$ cat config.mk
export PLATFORM = sky130hd
export DESIGN_NAME = uart_rx_data_sampler
export DESIGN_NICKNAME = d
export VERILOG_FILES = /design/src/rtl/uart_rx_data_sampler.sv
export SDC_FILE = /design/constraint.sdc
export NUM_CORES = 1
export LEC_CHECK = 0
export BUFFER_PORTS_ARGS = -buffer_cell sky130_fd_sc_hd__buf_2
export CAP_MARGIN = 20
export CORE_MARGIN = 5
export CORE_UTILIZATION = 45
export CTS_CLUSTER_DIAMETER = 80
export DETAILED_ROUTE_END_ITERATION = 10
export HOLD_SLACK_MARGIN = 0.06
export PLACE_DENSITY = 0.67
export SYNTH_ARGS = -nofsm -noshare
export SYNTH_HDL_FRONTEND = slang
export SYNTH_SLANG_ARGS = --single-unit
$ cat constraint.sdc
create_clock -name CLK -period 4.1 [get_ports CLK]
set_clock_uncertainty 0.05 [all_clocks]
set_input_delay 0.82 -clock CLK [delete_from_list [all_inputs] [get_ports CLK]]
set_output_delay 0.82 -clock CLK [all_outputs]
set_load 0.005 [all_outputs]
$ cat src/rtl/uart_rx_data_sampler.sv
// UART receive data sampler: 2-FF line synchroniser, oversampling edge/bit
// counters and a 3-tap majority vote taken around mid-bit.
module uart_rx_data_sampler #(
  parameter int PRESCALE_W = 6,
  parameter int BIT_CNT_W  = 4
) (
  input  logic                  CLK,
  input  logic                  RST,
  input  logic                  RX_IN,
  input  logic [PRESCALE_W-1:0] PRESCALE,
  input  logic                  ENABLE,
  input  logic                  DAT_SAMP_EN,
  output logic [PRESCALE_W-1:0] EDGE_CNT,
  output logic [BIT_CNT_W-1:0]  BIT_CNT,
  output logic                  SAMPLED_BIT,
  output logic                  SAMPLE_VALID
);

  logic [1:0]            sync_q;
  logic                  rx_s;
  logic [PRESCALE_W-1:0] edge_cnt_q, edge_cnt_d;
  logic [BIT_CNT_W-1:0]  bit_cnt_q, bit_cnt_d;
  logic                  s0_q, s0_d, s1_q, s1_d;
  logic                  bit_q, bit_d;
  logic                  vld_q, vld_d;
  logic [PRESCALE_W-1:0] half;
  logic                  maj;

  assign rx_s = sync_q[1];
  assign half = PRESCALE >> 1;
  assign maj  = (s0_q & s1_q) | (s0_q & rx_s) | (s1_q & rx_s);

  always_comb begin
    edge_cnt_d = edge_cnt_q;
    bit_cnt_d  = bit_cnt_q;
    s0_d       = s0_q;
    s1_d       = s1_q;
    bit_d      = bit_q;
    vld_d      = 1'b0;
    if (!ENABLE) begin
      edge_cnt_d = '0;
      bit_cnt_d  = '0;
    end else begin
      // >= so a PRESCALE lowered below the current count wraps immediately
      if (edge_cnt_q >= PRESCALE - PRESCALE_W'(1)) begin
        edge_cnt_d = '0;
        bit_cnt_d  = bit_cnt_q + BIT_CNT_W'(1);
      end else begin
        edge_cnt_d = edge_cnt_q + PRESCALE_W'(1);
      end
      if (DAT_SAMP_EN) begin
        if (edge_cnt_q == half - PRESCALE_W'(1)) s0_d = rx_s;
        if (edge_cnt_q == half)                  s1_d = rx_s;
        if (edge_cnt_q == half + PRESCALE_W'(1)) begin
          bit_d = maj;
          vld_d = 1'b1;
        end
      end
    end
  end

  always_ff @(posedge CLK or posedge RST) begin
    if (RST) begin
      sync_q     <= 2'b11;
      edge_cnt_q <= '0;
      bit_cnt_q  <= '0;
      s0_q       <= 1'b1;
      s1_q       <= 1'b1;
      bit_q      <= 1'b1;
      vld_q      <= 1'b0;
    end else begin
      sync_q     <= {sync_q[0], RX_IN};
      edge_cnt_q <= edge_cnt_d;
      bit_cnt_q  <= bit_cnt_d;
      s0_q       <= s0_d;
      s1_q       <= s1_d;
      bit_q      <= bit_d;
      vld_q      <= vld_d;
    end
  end

  assign EDGE_CNT     = edge_cnt_q;
  assign BIT_CNT      = bit_cnt_q;
  assign SAMPLED_BIT  = bit_q;
  assign SAMPLE_VALID = vld_q;

endmodule
=== After elaboration in Yosys (flattened, before gate mapping) ===
Cells that the tools add are included.

* Mux-type cells: 7
* $add $sub $neg: 5
* Magnitude comparators: 1
* Equality and inequality tests: 4
* Bitwise logic cells: 5
* Reductions and logical operators: 3

{| class="wikitable"
|+ Operator list
! cell !! count
|-
| == test 6 bit || 2
|-
| two-way mux 6 bit || 2
|-
| AND reduction 3 bit || 3
|-
| two-way mux 4 bit || 2
|-
| adder 5 x 1 -> 6 bit (second input constant) || 1
|-
| adder 6 x 1 -> 6 bit (second input constant) || 1
|-
| == test 6 x 5 -> 1 bit || 1
|-
| greater-or-equal comparator 6 bit || 1
|-
| subtractor 5 x 1 -> 6 bit (second input constant) || 1
|-
| subtractor 6 x 1 -> 6 bit (second input constant) || 1
|-
| adder 4 x 1 -> 4 bit (second input constant) || 1
|-
| AND 1 bit || 3
|-
| two-way mux 1 bit || 3
|-
| != test 2 x 1 -> 1 bit (second input constant) || 1
|-
| bitwise OR 1 bit || 2
|}

* Word-level logic and storage cells: 32
* Output and inout bits: 12
* Input bits: 11
* Register bits after elaboration: 16

=== Longest topological paths before layout ===
* Word-level depth: 5
* Depth in mapped cells: 11
* Depth with buffers taken out: 10

=== Least setup slack after synthesis ===
OpenSTA, ideal clock, no wires.

* Kind: input-to-reg
* Start point: in PRESCALE[2]
* End point: reg bit_cnt_q[3], in the netlist BIT_CNT[3]
* Stages on the path: 11
* Data arrival time: 2,970 ps
* Setup slack: 1,003 ps
* Library setup time: 77 ps
* Data required time: 3,973 ps
* Path buffers: 1
* Path through: clkbuf_1 -> inv_1 -> ha_1 -> a21boi_0 -> nand2_1 -> xor2_1 -> ha_1 -> nand4_1 -> o221a_2 -> or3_1 -> a21oi_1

* Word-level cells in the longest chain between the ends: 3

{| class="wikitable"
|+ Ends and longest elaborated chain
! item !! line !! text
|-
| start, declared || 10 || <nowiki>input logic [PRESCALE_W-1:0] PRESCALE,</nowiki>
|-
| subtractor 6 x 1 -> 6 bit || 45 || <nowiki>if (edge_cnt_q >= PRESCALE - PRESCALE_W'(1)) begin</nowiki>
|-
| greater-or-equal comparator 6 bit || 45 ||
|-
| != test 2 x 1 -> 1 bit (no line) || -- ||
|-
| end signal, assigned || 74 || <nowiki>bit_cnt_q <= bit_cnt_d;</nowiki>
|-
| end, declared || 22 || <nowiki>logic [BIT_CNT_W-1:0] bit_cnt_q, bit_cnt_d;</nowiki>
|}

Every way passes these cells.
A chain may end at the register's enable or synchronous reset.

=== Worst setup path in the final report ===
Same ends and word-level chain as after synthesis.

==> results by group <==
Pwr
  – Static Leakage: 0.000652 uW
  – Max VDD drop: 0.000269 V
  – Power Density: 281 nW/um^2

CTS
  – Clock Pin Slew Worst Setup and Hold Paths: 0.09 ns
  – Root Buffer: clkbuf_4
  – TritonCTS clock tree: yes
  – Clock Latency Late Sink: 0.28 ns
  – Post-CTS Hold Fix Bufs: 0
  – CTS sink cnt: 16
  – Number of setup buffers added after CTS: 0
  – Num CTS Buffers: 3
  – Post_cts resized: 0
  – CTS max path bufs: 2
  – H-tree Lvls: 1

Timing
  – RSZ-0062 raised after global routing: false
  – Fin. max-slew vios: 0
  – Setup violators final: 0
  – Post-route minimum period: 3.06 ns
  – Max Freq: 0.327 GHz
  – Slew Limit Headroom: 0.594
  – WHS: 0.313 ns
  – Final Hold Fails: 0
  – Worst-Margin Slew: 0.608 ns
  – Setup_tns: 0 ns
  – Tcrit/Tclk final: 0.747
  – Final worst slack: 1.04 ns

Global routing
  – Initial antenna violation count: 0
  – Largest net degree at the start of global routing: 17
  – Total global-route track usage: 0.164
  – Vias in the first global route: 960
  – First-pass GRT wire length: 4480 um
  – Grt ovf: 0

Die
  – Die area: 3750 sq um
  – Starting Density: 0.472
  – Row count: 18
  – Core footprint: 2500 sq um
  – I/O Pins: 23
  – Die span in y: 61.2 um
  – Die width: 61.2 um

Synthesis
  – Synthesized Nets: 144
  – Syn Std Cell Area: 1180 sq um
  – Synth Instances: 121
  – Yosys cell types: 36
  – Register area share after synthesis: 0.345
  – #FFs+latches synth: 16
  – Syn. warnings: 0
  – Syn avg cell area: 9.75 sq um

Drt
  – Drt wl/cell: 14.6 um
  – Via Count: 920
  – WL final: 2530 um
  – Via-to-Cell Ratio: 5.32
  – DRC: 0
  – Post-route antenna net violation count: 0
  – Initial detailed-routing violation count: 71
  – First-pass DRT Iterations: 4

Cells and area
  – Layout overhead on the synthesized area: 13.6%
  – Layout cells sized above 1: 0.273
  – Multi-input gate area: 716 sq um
  – Nets: 167
  – Filler cells: 239
  – Post-Layout Cell Count: 173
  – Register area: 407 sq um
  – ANT cells: 0
  – Most frequent cells in the layout: buf_2, ha_1, dfrtp_1
  – Most common cell after layout, fill and taps aside: buf_2
  – Post-layout util: 0.536

Worst hold path
  – Hold crit path type: reg2reg
  – Hold Path Stages: 0
  – Hold Startpoint: sync_q[0]
  – Worst hold endpoint: sync_q[1]

Critical path
  – FF-to-FF End: SAMPLED_BIT
  – Reg2reg path depth: 5
  – Critical path class: in2reg
  – Worst EP required: 4.26 ns
  – Reg2Reg Launch Point: EDGE_CNT[2]
  – Worst Setup Start Kind: primary input
  – R2R Setup Slk: 1.94 ns
  – CP Data Arrival Time: 3.22 ns
  – Maximum fanout along the worst path: 8
  – Crit. End Element: register

Run status
  – Status: finished clean

Placed design
  – Port-buffer cells: 22
  – Dpl hpwl: 1950 um
  – Routability cong.: 0.899
  – Dpl cells: 169
  – Dpl ws: 0.762 ns

Job
  – Max Cap Viol: 0
==> registers in the layout (all words and copies together) (netlist names) <==
| register | flops |
|---|---|
| BIT_CNT | 4 |
| EDGE_CNT | 6 |
| sync_q | 2 |
| SAMPLE_VALID | 1 |
| s0_q | 1 |
| s1_q | 1 |
| SAMPLED_BIT | 1 |
==> worst max path at each step <==
stage                            from         end
after floorplan           PRESCALE[2]  BIT_CNT[3]
after global placement    PRESCALE[1]  BIT_CNT[3]
after detailed placement  PRESCALE[1]  BIT_CNT[3]
after CTS                 PRESCALE[1]  BIT_CNT[3]
after global routing      PRESCALE[1]  BIT_CNT[3]
final                     PRESCALE[2]  BIT_CNT[3]
==> worst max-delay path, stage by stage <==
cell      delay, ns
buf_2          0.16
inv_1          0.10
ha_1           0.24
a21boi_0       0.32
nand2_1        0.13
xor2_1         0.16
ha_1           0.32
nand4_1        0.10
o221a_2        0.35
or3_1          0.37
a21oi_1        0.15
==> routing by layer <==
metal  share of wire  global-route usage  vias to the layer above
met2            0.47               0.254                       21
met3           0.051              0.0273                        2
met4          0.0099              0.0743                        0
met5               0                   0                        -
li1                -                   -                      462
met1            0.47               0.223                      435
==> report_power, final <==
group / total, uW / leakage [uW] / switching, uW / internal, uW
logic: 86.4 / 0.000427 / 45.5 / 40.9
registers: 188 / 0.000203 / 13.6 / 174
clock network: 102 / 0.0000210 / 47.9 / 54.0
total: 376 / 0.000652 / 107 / 269
==> metrics by stage <==
stage	total power, uW	instance area [sq um]
after CTS	382	1340
after detailed placement	278	1300
after floorplan	251	1180
after global routing	409	1340
final	376	1340
after global placement	273	1300
==> synth_stat cells <==
cell	count	area share
xnor2_1	10	0.074
nor3_1	2	0.0085
nand3_1	6	0.025
nor2b_4	1	0.012
and3_1	3	0.016
nand4_1	3	0.016
and4_2	1	0.0085
nor2b_1	1	0.0053
nand2b_1	1	0.0053
or3b_2	1	0.0074
or3_1	2	0.011
nand2_1	6	0.019
a21boi_0	1	0.0064
or2_0	1	0.0053
inv_1	9	0.029
ha_1	12	0.13
a2111oi_4	1	0.023
o211ai_1	1	0.0064
o221a_2	1	0.0095
xor2_1	10	0.074
o21ai_0	2	0.0085
mux2_4	1	0.013
maj3_1	1	0.0085
dfrtp_1	11	0.23
a211oi_1	1	0.0064
clkbuf_1	2	0.0064
or4_1	1	0.0064
nor2_1	9	0.029
buf_6	1	0.0095
mux2_2	2	0.019
a21oi_1	7	0.030
mux2i_1	1	0.0085
nor4_1	2	0.011
dfstp_2	5	0.11
buf_2	1	0.0042
a211o_1	1	0.0074
==> cells by family after synthesis <==
family          share of synthesized area
flops                               0.345
fa+ha+maj                           0.136
simple gates                        0.185
xor+xnor                            0.148
mux                                0.0403
buf+inv                            0.0488
compound gates                     0.0976
==> layout make-up <==
type	instances	area share
Clock buffer	4	0.0271
Inverter	9	0.0252
Multi-Input combinational cell	92	0.534
Sequential cell	16	0.303
Tap cell	30	0.0280
Timing Repair Buffer	22	0.0822
No activity file was read; power rests on OpenSTA's default activity.
